File: config.mk
export PLATFORM = sky130hd
export DESIGN_NAME = axis_pktfifo
export DESIGN_NICKNAME = d
export VERILOG_FILES = /design/src/rtl/axis_pktfifo.sv
export SDC_FILE = /design/constraint.sdc
export NUM_CORES = 1
export LEC_CHECK = 0
export CORE_MARGIN = 1
export CORE_UTILIZATION = 40
export DETAILED_ROUTE_END_ITERATION = 6
export PLACE_DENSITY = 0.58
export RECOVER_POWER = 50
export SETUP_SLACK_MARGIN = 0.5
export SLEW_MARGIN = 20
export SYNTH_ARGS = -nofsm -noshare
export SYNTH_HDL_FRONTEND = slang
export SYNTH_SLANG_ARGS = --single-unit
File: constraint.sdc
create_clock -name i_aclk -period 4.4 [get_ports i_aclk]
set_input_delay 0.66 -clock i_aclk [delete_from_list [all_inputs] [get_ports i_aclk]]
set_output_delay 0.66 -clock i_aclk [all_outputs]
set_load 0.02 [all_outputs]
File: src/rtl/axis_pktfifo.sv
// Store-and-forward AXI-Stream packet FIFO: only complete packets are released
// downstream, with a cut-through fallback for packets larger than the buffer.
module axis_pktfifo #(
  parameter int C_AXIS_DATA_WIDTH = 32,
  parameter int C_AXIS_USER_WIDTH = 1,
  parameter int LGFIFO            = 5
) (
  input  logic                         i_aclk,
  input  logic                         i_aresetn,
  input  logic                         S_AXIS_TVALID,
  output logic                         S_AXIS_TREADY,
  input  logic [C_AXIS_DATA_WIDTH-1:0] S_AXIS_TDATA,
  input  logic                         S_AXIS_TLAST,
  input  logic [C_AXIS_USER_WIDTH-1:0] S_AXIS_TUSER,
  output logic                         M_AXIS_TVALID,
  input  logic                         M_AXIS_TREADY,
  output logic [C_AXIS_DATA_WIDTH-1:0] M_AXIS_TDATA,
  output logic                         M_AXIS_TLAST,
  output logic [C_AXIS_USER_WIDTH-1:0] M_AXIS_TUSER,
  output logic [LGFIFO:0]              o_fill,
  output logic [LGFIFO:0]              o_npackets
);

  localparam int WIDTH = C_AXIS_USER_WIDTH + 1 + C_AXIS_DATA_WIDTH;
  localparam int DEPTH = 1 << LGFIFO;
  localparam logic [LGFIFO:0]   FULL    = (LGFIFO+1)'(DEPTH);
  localparam logic [LGFIFO:0]   CNT_ONE = (LGFIFO+1)'(1);
  localparam logic [LGFIFO-1:0] PTR_ONE = LGFIFO'(1);

  logic [WIDTH-1:0]  mem [DEPTH];
  logic [WIDTH-1:0]  head;
  logic [LGFIFO-1:0] wr_ptr, rd_ptr;
  logic [LGFIFO:0]   fill, npackets, fill_next, npackets_next;
  logic              cut, s_ready;
  logic              wr, rd, wr_last, rd_last;

  assign head    = mem[rd_ptr];
  assign wr      = S_AXIS_TVALID && s_ready;
  assign rd      = M_AXIS_TVALID && M_AXIS_TREADY;
  assign wr_last = wr && S_AXIS_TLAST;
  assign rd_last = rd && M_AXIS_TLAST;

  // A beat is released only once its packet is complete, or when an oversize
  // packet has forced cut-through; reset masks it immediately.
  assign M_AXIS_TVALID = i_aresetn && (fill != '0) && ((npackets != '0) || cut);
  assign S_AXIS_TREADY = s_ready;
  assign M_AXIS_TDATA  = head[C_AXIS_DATA_WIDTH-1:0];
  assign M_AXIS_TLAST  = head[C_AXIS_DATA_WIDTH];
  assign M_AXIS_TUSER  = head[WIDTH-1 -: C_AXIS_USER_WIDTH];
  assign o_fill        = fill;
  assign o_npackets    = npackets;

  always_comb begin
    // NOTE: defaults first so every path assigns both outputs and no latch is inferred.
    fill_next     = fill;
    npackets_next = npackets;
    unique case ({wr, rd})
      2'b10:   fill_next = fill + CNT_ONE;
      2'b01:   fill_next = fill - CNT_ONE;
      default: fill_next = fill;
    endcase
    unique case ({wr_last, rd_last})
      2'b10:   npackets_next = npackets + CNT_ONE;
      2'b01:   npackets_next = npackets - CNT_ONE;
      default: npackets_next = npackets;
    endcase
  end

  always_ff @(posedge i_aclk) begin
    if (!i_aresetn) begin
      wr_ptr   <= '0;
      rd_ptr   <= '0;
      fill     <= '0;
      npackets <= '0;
      cut      <= 1'b0;
      s_ready  <= 1'b0;
    end else begin
      // NOTE: non-blocking assignments so every register here sees pre-edge values.
      if (wr) wr_ptr <= wr_ptr + PTR_ONE;
      if (rd) rd_ptr <= rd_ptr + PTR_ONE;
      fill     <= fill_next;
      npackets <= npackets_next;
      // Reading the oversize packet's TLAST ends cut-through and wins over a new set.
      if (rd_last)
        cut <= 1'b0;
      else if ((fill == FULL) && (npackets == '0))
        cut <= 1'b1;
      s_ready  <= (fill_next != FULL);
    end
  end

  // NOTE: storage has no reset; pointers and counters alone define valid entries,
  // which keeps the array mappable onto distributed or block RAM.
  always_ff @(posedge i_aclk) begin
    if (wr) mem[wr_ptr] <= {S_AXIS_TUSER, S_AXIS_TLAST, S_AXIS_TDATA};
  end

endmodule
After elaboration in Yosys (flattened, before gate mapping)
Memories as Yosys holds them, arrays and structs flattened. A register that Yosys moved wholly into a read port is not among the register bits.
Index checks and enable logic that the tools add are counted.
Word-level totals
  register bits after elaboration: 24
  bits in latches: 0
  memory bits (writable): 1088
  memory bits (read-only): 0
  input bits: 38
  logic and storage cells: 39
  memories: 1
Operators by class
  add/subtract/negate cells: 6
  $mul: 0
  div/mod/pow operators: 0
  order comparisons: 0
  eq/ne operators: 6
  shifts and indexed selects: 0
  muxes and demuxes: 6
  bitwise operators: 1
  reduce and logical (&&, ||, !) cells: 13
Memory list
  mem: depth 32, bits a word 34, read ports 1, clocked after Yosys merged registers in 1, write ports 1, line 30  | logic [WIDTH-1:0] mem [DEPTH];
Operators with widths (number)
  $pmux 6 s2: 2
  $add 6x1->6 const B: 2
  $reduce_bool 6->1: 2
  $sub 6x1->6 const B: 2
  $add 5x1->5 const B: 2
  $mux 5: 2
  $logic_and 1x1->1: 7
  $eq 6x6->1 const B: 1
  $logic_not 6->1: 1
  $ne 6x6->1 const B: 1
  $eq 2x1->1 const B: 2
  $eq 2x2->1 const B: 2
  $mux 1: 2
  $reduce_bool 2->1: 1
  $reduce_or 2->1: 1
  $logic_or 1x1->1: 1
  $not 1->1: 1

Longest topological paths before layout
Gate-level depths: netlist (run 1).
  word-level depth: 7
  depth in mapped cells: 13
  mapped depth without buffers: 11

Worst setup path after synthesis (run 1)
No wires, ideal clock.
  path kind: input -> register
  start: input port S_AXIS_TVALID
  end: memory mem[23][0] in the netlist's numbering (enable)
  setup time: 0.475 ns
  data arrival time: 3.790 ns
  data required time: 3.925 ns
  path slack: 0.135 ns
  cell stages on the path: 4
  path buffers: 1
  path through: and2_1 -> clkbuf_1 -> nand3_1 -> nor3b_1
Between the ends
  word-level cells in the longest chain between the ends: 3
Ends and longest elaborated chain
  start, declared: line 10  | input logic S_AXIS_TVALID,
  $logic_and 1x1->1: line 38  | assign wr = S_AXIS_TVALID && s_ready;
  $mux 1: line 95  | if (wr) mem[wr_ptr] <= {S_AXIS_TUSER, S_AXIS_TLAST, S_AXIS_TDATA};
  $mux 1 (implied by the code): line 95
  end, declared: line 30
No other way between the ends.

==> results.ini, run 1 <==
[sta]
final_max_slew_viol_count = 0
setup_violations = 0
setup_total_negative_slack_ns = 0
hold_slack_ns = 0.479
max_slew.worst_pin.slew_ns = 1.39
rsz0062_at_grt = yes
slew_headroom_pct = 7.51
fmax_ghz = 0.256
fin_ws_ns = 0.497
hold_viol = 0
fin_crit_ns = 3.90
skew_ns = 0.0189
period_share_pct = 88.7

[yosys]
synth.top_cell.area_share_pct = 76.1
syn_area_per_cell_sq_um = 24.3
synthCells = 1767
synth_common_cells = edfxtp_1, mux4_2, clkbuf_1, nor2_1, mux2_2
synth_edf_count = 1088
yosysMostFrequentCell = edfxtp_1
synthArstFlopShare_pct = 0
ys_seq_area_share_pct = 77.5
yosys.cell_types.count = 52
syn-num-nets = 1819
ys_seq_elements = 1117
syn_area_sq_um = 42900
synthTopCellsByArea = edfxtp_1, mux4_2, dfxtp_1
yosysTopAreaCell = edfxtp_1
ys_warn_count = 0
synth_ff_type = edfxtp_1

[pwr]
powerDensity_nw_per_um2 = 418
cellLeakagePower_nw = 15.3
ir_drop_mv = 0.353

[cts]
clk_latency_ns = 0.67
clkSinkCount = 1117
cts.root.buffer_cell = clkbuf_16
cts_tree = yes
numCtsBuffers = 111
cts.clk_slew.worst_paths_ns = 0.06
cts_max_level = 3
clockBufferDepth = 3
ctsHoldBuffers = 0

[floorplanning]
die_area_sq_um = 109000
start_util_pct = 40.5
die_y_um = 330
fp-row-count = 119
num_io_pins = 86
die_w_um = 330
core_sq_um = 106000

[place]
port_buffers = 85
place_ws_ns = 0.566
finalWeightedCongestion = 0.734
dp_hpwl_mm = 52.8

[global_routing]
grt_pass1_wl_mm = 149
grt_max_degree = 57
grt-ovfl-total = 0
gr-usage-all-layers_pct = 19.5
antenna_found_initial = 8
first_global_vias = 20500

[job]
cap_violations = 0

[drt]
routed_via_density = 5.68
first_pass_iters = 7
wl_mm = 105
wl_per_cell_um = 30.1
via_count = 19800
detailedRoute.firstIterationViolations = 2099
ant_nets = 0
drc_errors = 0

[cells_and_area]
finalCoreUtilization_pct = 47.7
drive_above_1_share_pct = 33.2
fillCellCount = 8417
syn2layout_area_growth_pct = 17.6
nNetsFinal = 2052

[hold_path]
hp-start = rd_ptr[4]
hold_class = flop to flop

[critical_path]
worst-path-buf-inv = 3
arrival_ns = 3.24
path_max_fanout = 20
setup.worst_path.end_class = primary output
crit_path_start_kind = flop
crit_slowest_cell = mux4_2
cp_top_family = multiplexers
path_cells = buf_4 -> bufbuf_16 -> mux4_2 -> mux4_2 -> mux2_2 -> dlygate4sd2_1
cpPeakStageDelay_ns = 0.53
critPathRequiredTime_ns = 3.74
cp_common_cell = mux4_2
critPathKind = flop to primary output

[outcome]
status = completed

## kinds of logic after synthesis
group / count (synthesis) / share of synthesized area (%)
AO/OA/AOI/OAI: 32 / 0.548
XOR/XNOR: 13 / 0.265
adder cells (fa/ha/maj): 14 / 0.426
buffers and inverters: 96 / 1.05
flip-flops: 1117 / 77.5
multiplexers: 381 / 18.9
AND/OR/NAND/NOR: 114 / 1.32
## layout make-up
class                   instances  area [sq um]  area share (%)
multi-input cells             554          9430            18.7
clock inverters                64           462           0.915
diodes                          2          5.00         0.00992
inverters                       6          22.5          0.0446
clock buffers                 139          2970            5.88
repair buffers                210          2580            5.10
well taps                    1391          1740            3.45
flip-flops and latches       1117         33300            65.9
## final timing paths
kind | to | slack [ns] | cells past startpoint
max | M_AXIS_TUSER | 0.50 | 6
min | flop | 0.48 | 1
max reg2reg | o_npackets[5] | 0.58 | 13
min reg2reg | flop | 0.48 | 1
## report_power, final
group | switching, mW | leakage [nW] | total [mW] | internal [mW]
clock network | 3.88 | 1.68 | 8.98 | 5.10
logic | 0.268 | 3.59 | 0.416 | 0.148
registers | 0.0122 | 10.0 | 11.7 | 11.7
## per-stage QoR
stage	power, mW	cells	cell area, sq um
after global routing	21.7	3481	50500
after CTS	21.3	3467	50300
after global placement	12.3	3233	46300
after floorplan	12.1	1767	42900
after detailed placement	12.4	3233	46300
final	21.1	3483	50500
## cell usage in the layout, fill, tap and decap left out, types with 5 or more instances in the layout
master | synthesis | layout
edfxtp_1 | 1088 | 1088
mux4_2 | 340 | 340
clkbuf_16 | 0 | 119
buf_4 | 13 | 58
clkbuf_1 | 53 | 34
dlygate4sd3_1 | 0 | 34
clkinv_1 | 1 | 33
mux2_2 | 34 | 31
nor2_1 | 51 | 26
buf_12 | 0 | 26
nor2_4 | 0 | 25
dfxtp_1 | 29 | 24
clkinv_2 | 0 | 19
buf_16 | 0 | 18
nand2_1 | 17 | 17
clkdlybuf4s50_1 | 0 | 15
dlygate4sd2_1 | 0 | 14
ha_1 | 13 | 12
a21oi_1 | 9 | 9
buf_2 | 16 | 8
xnor2_1 | 7 | 7
mux2i_1 | 7 | 7
xor2_1 | 6 | 6
nand4_1 | 6 | 6
bufinv_16 | 0 | 6
buf_6 | 3 | 6
inv_1 | 5 | 5
clkdlybuf4s15_1 | 0 | 5
## state kept, by name, indices dropped and copies added (netlist names), named ones only
register       flops
mem             1088
o_fill             6
o_npackets         6
rd_ptr             5
wr_ptr             5
S_AXIS_TREADY      1
cut                1
## metal layers
layer	share of wire, %	up-vias	GRT usage [%]
met3	6.4	172	3.41
met5	0.041	-	0
met4	2.3	8	5.31
met2	50	706	32.7
met1	41	10800	26.4
li1	-	8110	-
## what timing repair did
| action | CTS | global route |
|---|---|---|
| setup endpoints to repair | 33 | 28 |
| cloned | 14 | 5 |
| pin swaps | 0 | 0 |
| setup buffers | 17 | 9 |
| gates resized for setup | 95 | 29 |
Power figures use the tool's default switching activity.
==> inputs of run 2 (changes only) <==
--- a/config.mk
+++ b/config.mk
@@ -15,3 +15,4 @@
 export SYNTH_ARGS = -nofsm -noshare
 export SYNTH_HDL_FRONTEND = slang
 export SYNTH_SLANG_ARGS = --single-unit
+export TNS_END_PERCENT = 50
==> run 2 against run 1 <==
Register-to-register slack got worse by 0.08 ns. Combinational power up 2%. Clock-buffer cell count is 7 lower. Sequential share of layout area shrank 0.89 points. Die area did not move. Utilization up 0.65 points. Highest routed layer unchanged. Design area up 1.4%. Global-route usage rose by 0.27 points. Largest power group unchanged.
==> results.ini, run 2 (synthesis results as in run 1) <==
[outcome]
status = completed

[cts]
numCtsBuffers = 112  ; +0.90%
clockBufferDepth = 3  ; unchanged
cts_tree = yes
cts.root.buffer_cell = clkbuf_16
cts_max_level = 3  ; unchanged
clkSinkCount = 1117  ; unchanged
clk_latency_ns = 0.69  ; +0.02 ns
ctsHoldBuffers = 0  ; unchanged
cts.clk_slew.worst_paths_ns = 0.06  ; about the same

[pwr]
cellLeakagePower_nw = 15.7  ; +2.5%
totalPowerFinal_mw = 22.0  ; +4.0%
powerDensity_nw_per_um2 = 429  ; +2.6%
ir_drop_mv = 0.300  ; -15%

[sta]
skew_ns = 0.0209  ; +0.00200 ns
final_max_slew_viol_count = 0  ; unchanged
hold_slack_ns = 0.505  ; +0.0258 ns
setup_total_negative_slack_ns = 0  ; unchanged
period_share_pct = 89.8  ; +1.1 points
setup_violations = 0  ; unchanged
max_slew.worst_pin.slew_ns = 1.31  ; -0.0795 ns
hold_viol = 0  ; unchanged
fmax_ghz = 0.253  ; -1.3%
slew_headroom_pct = 12.8  ; +5.3 points
fin_crit_ns = 3.95  ; +0.0502 ns
rsz0062_at_grt = yes

[global_routing]
grt_use_met2_pct = 33.3  ; +0.63 points
grtUsageMet1_pct = 26.8  ; +0.41 points
first_global_vias = 21100  ; +2.8%
grt_max_degree = 48  ; -16%
use_met3_pct = 3.38  ; -0.030 points
grt-ovfl-total = 0  ; unchanged
grt_pass1_wl_mm = 152  ; +1.9%
top_usage_layer = met2
gr-usage-all-layers_pct = 19.8  ; +0.27 points
antenna_found_initial = 5  ; -3

[drt]
wl_per_cell_um = 30.1  ; about the same
ant_nets = 0  ; unchanged
via_count = 19900  ; +0.56%
detailedRoute.firstIterationViolations = 2111  ; +0.57%
drc_errors = 0  ; unchanged
routed_via_density = 5.65  ; -0.53%
wl_mm = 106  ; +1.0%
first_pass_iters = 6  ; -1

[place]
dp_hpwl_mm = 55.6  ; +5.2%
port_buffers = 85  ; unchanged
finalWeightedCongestion = 0.744  ; +1.4%

[cells_and_area]
syn2layout_area_growth_pct = 19.2
largest_register_ffs = 1088  ; unchanged
final_cell_mix = edfxtp_1, mux4_2, clkbuf_16
nNetsFinal = 2086  ; +1.7%
regMostFlops = mem
drive_above_1_share_pct = 35.6  ; +2.4 points
layout_commonest_cell = edfxtp_1

[critical_path]
setup.worst_path.end_class = primary output
critPathKind = flop to primary output
r2r_slack_ns = 0.50  ; -0.08 ns
timing.rr.end = o_npackets[5]
path_max_fanout = 8  ; -60%
critPathRequiredTime_ns = 3.74  ; about the same
rr_worst_depth = 13  ; unchanged
arrival_ns = 3.29  ; +0.05 ns
crit_path_start_kind = flop

[hold_path]
hp-start = rd_ptr[3]
hold_depth = 1  ; unchanged
hold_class = flop to flop

[floorplanning]
die_w_um = 330  ; unchanged
fp-row-count = 119  ; unchanged
die_y_um = 330  ; unchanged
die_area_sq_um = 109000  ; unchanged
num_io_pins = 86  ; unchanged
core_sq_um = 106000  ; unchanged
start_util_pct = 40.5  ; unchanged

[job]
cap_violations = 0  ; unchanged

[run 2: cell count changes in the layout (fill, tap and decap cells not counted), moves of 6 or more]
cell / change
buf_4: +19
clkbuf_2: +7
buf_6: +6
clkbuf_1: -6
bufinv_16: +12
[run 2: repair_timing]
action,in CTS,in global routing
gates resized for setup,119,30
setup buffers,25,14
endpoints found under the setup margin,34,33
cloned,15,7
[run 2: per-stage QoR]
stage / utilization [%] / worst slack, ns / cell area, sq um / cells
2_1_floorplan: - / 0.327 / 42900 / 1767
6_report: 48.3 / 0.447 / 51200 / 3521
3_5_place_dp: 43.8 / 0.555 / 46400 / 3250
5_1_grt: 48.3 / 0.375 / 51200 / 3520
3_3_place_gp: 43.8 / 0.491 / 46400 / 3250
4_1_cts: 48.1 / 0.347 / 51000 / 3499
[run 2: routing by layer]
metal | share of wire [%] | vias up
li1 | - | 8198
met1 | 41 | 10900
met2 | 51 | 650
met3 | 5.9 | 150
met4 | 2.0 | 2
met5 | 0.051 | -
[run 2: worst max-delay path by stage]
stage | cells after the start | slack [ns] | endpoint
final | 8 | 0.45 | M_AXIS_TDATA[4]
after global routing | 13 | 0.37 | o_npackets[5]
after detailed placement | 6 | 0.56 | M_AXIS_TDATA[17]
after global placement | 11 | 0.49 | o_npackets[5]
after floorplan | 4 | 0.33 | mem[7][0]
after CTS | 7 | 0.35 | M_AXIS_TDATA[7]
[run 2: area by class of cell]
| cell class | instances | area, sq um |
|---|---|---|
| inverter | 6 | 22.5 |
| timing repair buffer | 243 | 2880 |
| clock inverter | 77 | 836 |
| antenna | 1 | 2.50 |
| sequential | 1117 | 33300 |
| tap | 1391 | 1740 |
| fill | 8409 | 54700 |
| multi-input combinational | 554 | 9450 |
| clock buffer | 132 | 2960 |
[run 2: where the power goes]
group          switching [mW]  total (mW)  internal [mW]
Sequential             0.0124        11.7           11.7
Clock                    3.98        9.82           5.84
Combinational           0.274       0.424          0.150
[run 2: critical path, stage by stage (launching register included)]
cell and delay [ns]:
dfxtp_4 0.43, buf_4 0.18, buf_12 0.19, clkbuf_16 0.20, buf_4 0.12, mux4_2 0.49, mux4_2 0.49, mux2_4 0.31
buf_2 0.17
==> inputs of run 3 (changes only) <==
--- a/config.mk
+++ b/config.mk
@@ -5,9 +5,10 @@
 export SDC_FILE = /design/constraint.sdc
 export NUM_CORES = 1
 export LEC_CHECK = 0
-export CORE_MARGIN = 1
+export CORE_MARGIN = 2
 export CORE_UTILIZATION = 40
 export DETAILED_ROUTE_END_ITERATION = 6
+export GPL_ROUTABILITY_DRIVEN = 0
 export PLACE_DENSITY = 0.58
 export RECOVER_POWER = 50
 export SETUP_SLACK_MARGIN = 0.5
==> run 3 against run 2 <==
Power shrank 1.6%. Register-to-register slack lost 0.05 ns. Worst hold slack lost 0.054 ns. First-iteration DRC count shrank 14%. Sequential share of layout area grew 0.65 points. Sequential power is essentially flat. Clock-buffer cell count grew 13. Clock power shrank 3.5%. Final cell count shrank 1.0%. Largest cell class unchanged. Combinational power shrank 2%.
==> results.ini, run 3 (synthesis results as in run 1) <==
[outcome]
status = completed

[pwr]
cellLeakagePower_nw = 15.4  ; -1.9%
totalPowerFinal_mw = 21.6  ; -1.6%
powerDensity_nw_per_um2 = 426  ; -0.61%
ir_drop_mv = 0.302  ; +0.57%

[place]
port_buffers = 85  ; unchanged
dp.cells = 3246  ; -0.12%
dp_hpwl_mm = 53.9  ; -3.0%
place_ws_ns = 0.442  ; -0.113 ns

[sta]
rsz0062_at_grt = yes
final_max_slew_viol_count = 0  ; unchanged
period_share_pct = 89.8  ; about the same
fin_crit_ns = 3.95  ; -0.00310 ns
setup_violations = 0  ; unchanged
setup_total_negative_slack_ns = 0  ; unchanged
fmax_ghz = 0.253  ; about the same
fin_ws_ns = 0.450  ; +0.00310 ns
max_slew.worst_pin.slew_ns = 1.34  ; +0.0301 ns
hold_viol = 0  ; unchanged
slew_headroom_pct = 10.8  ; -2.0 points
skew_ns = 0.0330  ; +0.0121 ns

[drt]
wl_mm = 103  ; -2.4%
first_pass_iters = 5  ; -1
drc_errors = 0  ; unchanged
detailedRoute.firstIterationViolations = 1813  ; -14%
via_count = 19600  ; -1.3%
routed_via_density = 5.64  ; -0.27%
wl_per_cell_um = 29.7  ; -1.4%
ant_nets = 0  ; unchanged

[cells_and_area]
nNetsFinal = 2038  ; -2.3%
fillCellCount = 8539  ; +1.5%
fin_cells = 3485  ; -1.0%
multi_input_area_sq_um = 9430  ; -0.24%
final_cell_mix = edfxtp_1, mux4_2, clkbuf_16
regMostFlops = mem
drive_above_1_share_pct = 33.7  ; -1.8 points
layout_commonest_cell = edfxtp_1
seqCellArea_sq_um = 33300  ; unchanged
largest_register_ffs = 1088  ; unchanged
syn2layout_area_growth_pct = 18.1

[critical_path]
setup.worst_path.end_class = flop
cpPeakStageDelay_ns = 0.52  ; +0.03 ns
crit_slowest_cell = mux4_2
path_max_fanout = 9  ; +1
critPathRequiredTime_ns = 4.99  ; +1.25 ns
path_cells = buf_6 -> buf_4 -> mux4_2 -> mux4_2 -> mux2_2 -> and2_1 -> ha_2 -> ha_1 -> a21o_1 -> a21o_1 -> a211o_1 -> o311ai_1 -> mux2i_1
cp_top_family = multiplexers
worst-path-buf-inv = 2  ; -3
critPathKind = flop to flop
crit_path_start_kind = flop
arrival_ns = 4.54  ; +1.25 ns

[floorplanning]
core_sq_um = 107000  ; +0.84%
die_area_sq_um = 110000  ; +1.2%
fp-row-count = 120  ; +0.84%
start_util_pct = 40.2  ; -0.34 points
die_y_um = 332  ; +0.61%
num_io_pins = 86  ; unchanged
die_w_um = 332  ; +0.61%

[cts]
clk_latency_ns = 0.69  ; about the same
cts.clk_slew.worst_paths_ns = 0.06  ; about the same
cts.root.buffer_cell = clkbuf_16
clkSinkCount = 1117  ; unchanged
cts_max_level = 3  ; unchanged
clockBufferDepth = 3  ; unchanged
numCtsBuffers = 109  ; -2.7%
cts_tree = yes

[global_routing]
grt-ovfl-total = 0  ; unchanged
grt_pass1_wl_mm = 149  ; -2.1%
gr-usage-all-layers_pct = 18.9  ; -0.92 points
antenna_found_initial = 6  ; +1
grt_max_degree = 77  ; +60%
first_global_vias = 20500  ; -2.8%

[job]
cap_violations = 0  ; unchanged

[hold_path]
hold_class = flop to flop

run 3: cell count changes in the layout (fill, tap and decap cells not counted), sizes merged:
cell,delta
clkdlybuf4s15,-1
buf,-47
dlygate4sd2,+3
dlymetal6s2s,+6
bufbuf,+2
clkinv,-16
dlygate4sd3,-2
bufinv,-5
clkbuf,+7
clkinvlp,+4
inv,+1
run 3: worst register-to-register path: cells and delay by family (launching register included):
| family | cells | cell delay [ns] |
|---|---|---|
| adder cells (fa/ha/maj) | 2 | 0.56 |
| multiplexers | 4 | 1.52 |
| buffers and inverters | 2 | 0.43 |
| AO/OA/AOI/OAI | 4 | 0.83 |
| flip-flops | 1 | 0.36 |
| AND/OR/NAND/NOR | 1 | 0.17 |
run 3: cell type report:
| type | instances | area share [%] |
|---|---|---|
| flip-flops and latches | 1117 | 65.7 |
| clock buffers | 145 | 5.87 |
| repair buffers | 198 | 4.93 |
| clock inverters | 61 | 1.39 |
| well taps | 1403 | 3.47 |
| inverters | 6 | 0.0445 |
| multi-input cells | 554 | 18.6 |
| diodes | 1 | 0.00494 |
run 3: metrics by stage:
step,hold slack (ns),instance area (sq um),util (%)
2_1_floorplan,0.427,42900,-
3_3_place_gp,0.434,46400,43.5
3_5_place_dp,0.441,46400,43.5
4_1_cts,0.450,50600,47.4
5_1_grt,0.475,50700,47.5
6_report,0.451,50700,47.5
run 3: per-layer routing:
layer  vias up  global-route usage, %  wire [um]
met4         2                   4.29       1680
li1       8077                      -          -
met5         -                      0          8
met1     10800                   25.4      42000
met3       124                   2.92       6150
met2       677                   32.5      53500
run 3: what timing repair did:
action	CTS	global route
endpoints found under the setup margin	35	32
gates cloned	11	3
setup buffers	14	4
resized for setup	67	33
hold endpoints to repair	0	0
hold buffers	0	0
run 3: path summary, 6_finish.rpt:
kind | start | endpoint | slack (ns) | cells past startpoint
setup / recovery | flop | o_npackets[5] | 0.45 | 13
hold / removal | rd_ptr[4] | flop | 0.45 | 1
setup reg to reg | flop | o_npackets[5] | 0.45 | 13
hold reg to reg | rd_ptr[4] | flop | 0.45 | 1
run 3: report_power, final:
group          internal [mW]  switching, mW
sequential              11.7         0.0126
combinational          0.146          0.272
clock                   5.53           3.94
total                   17.4           4.23
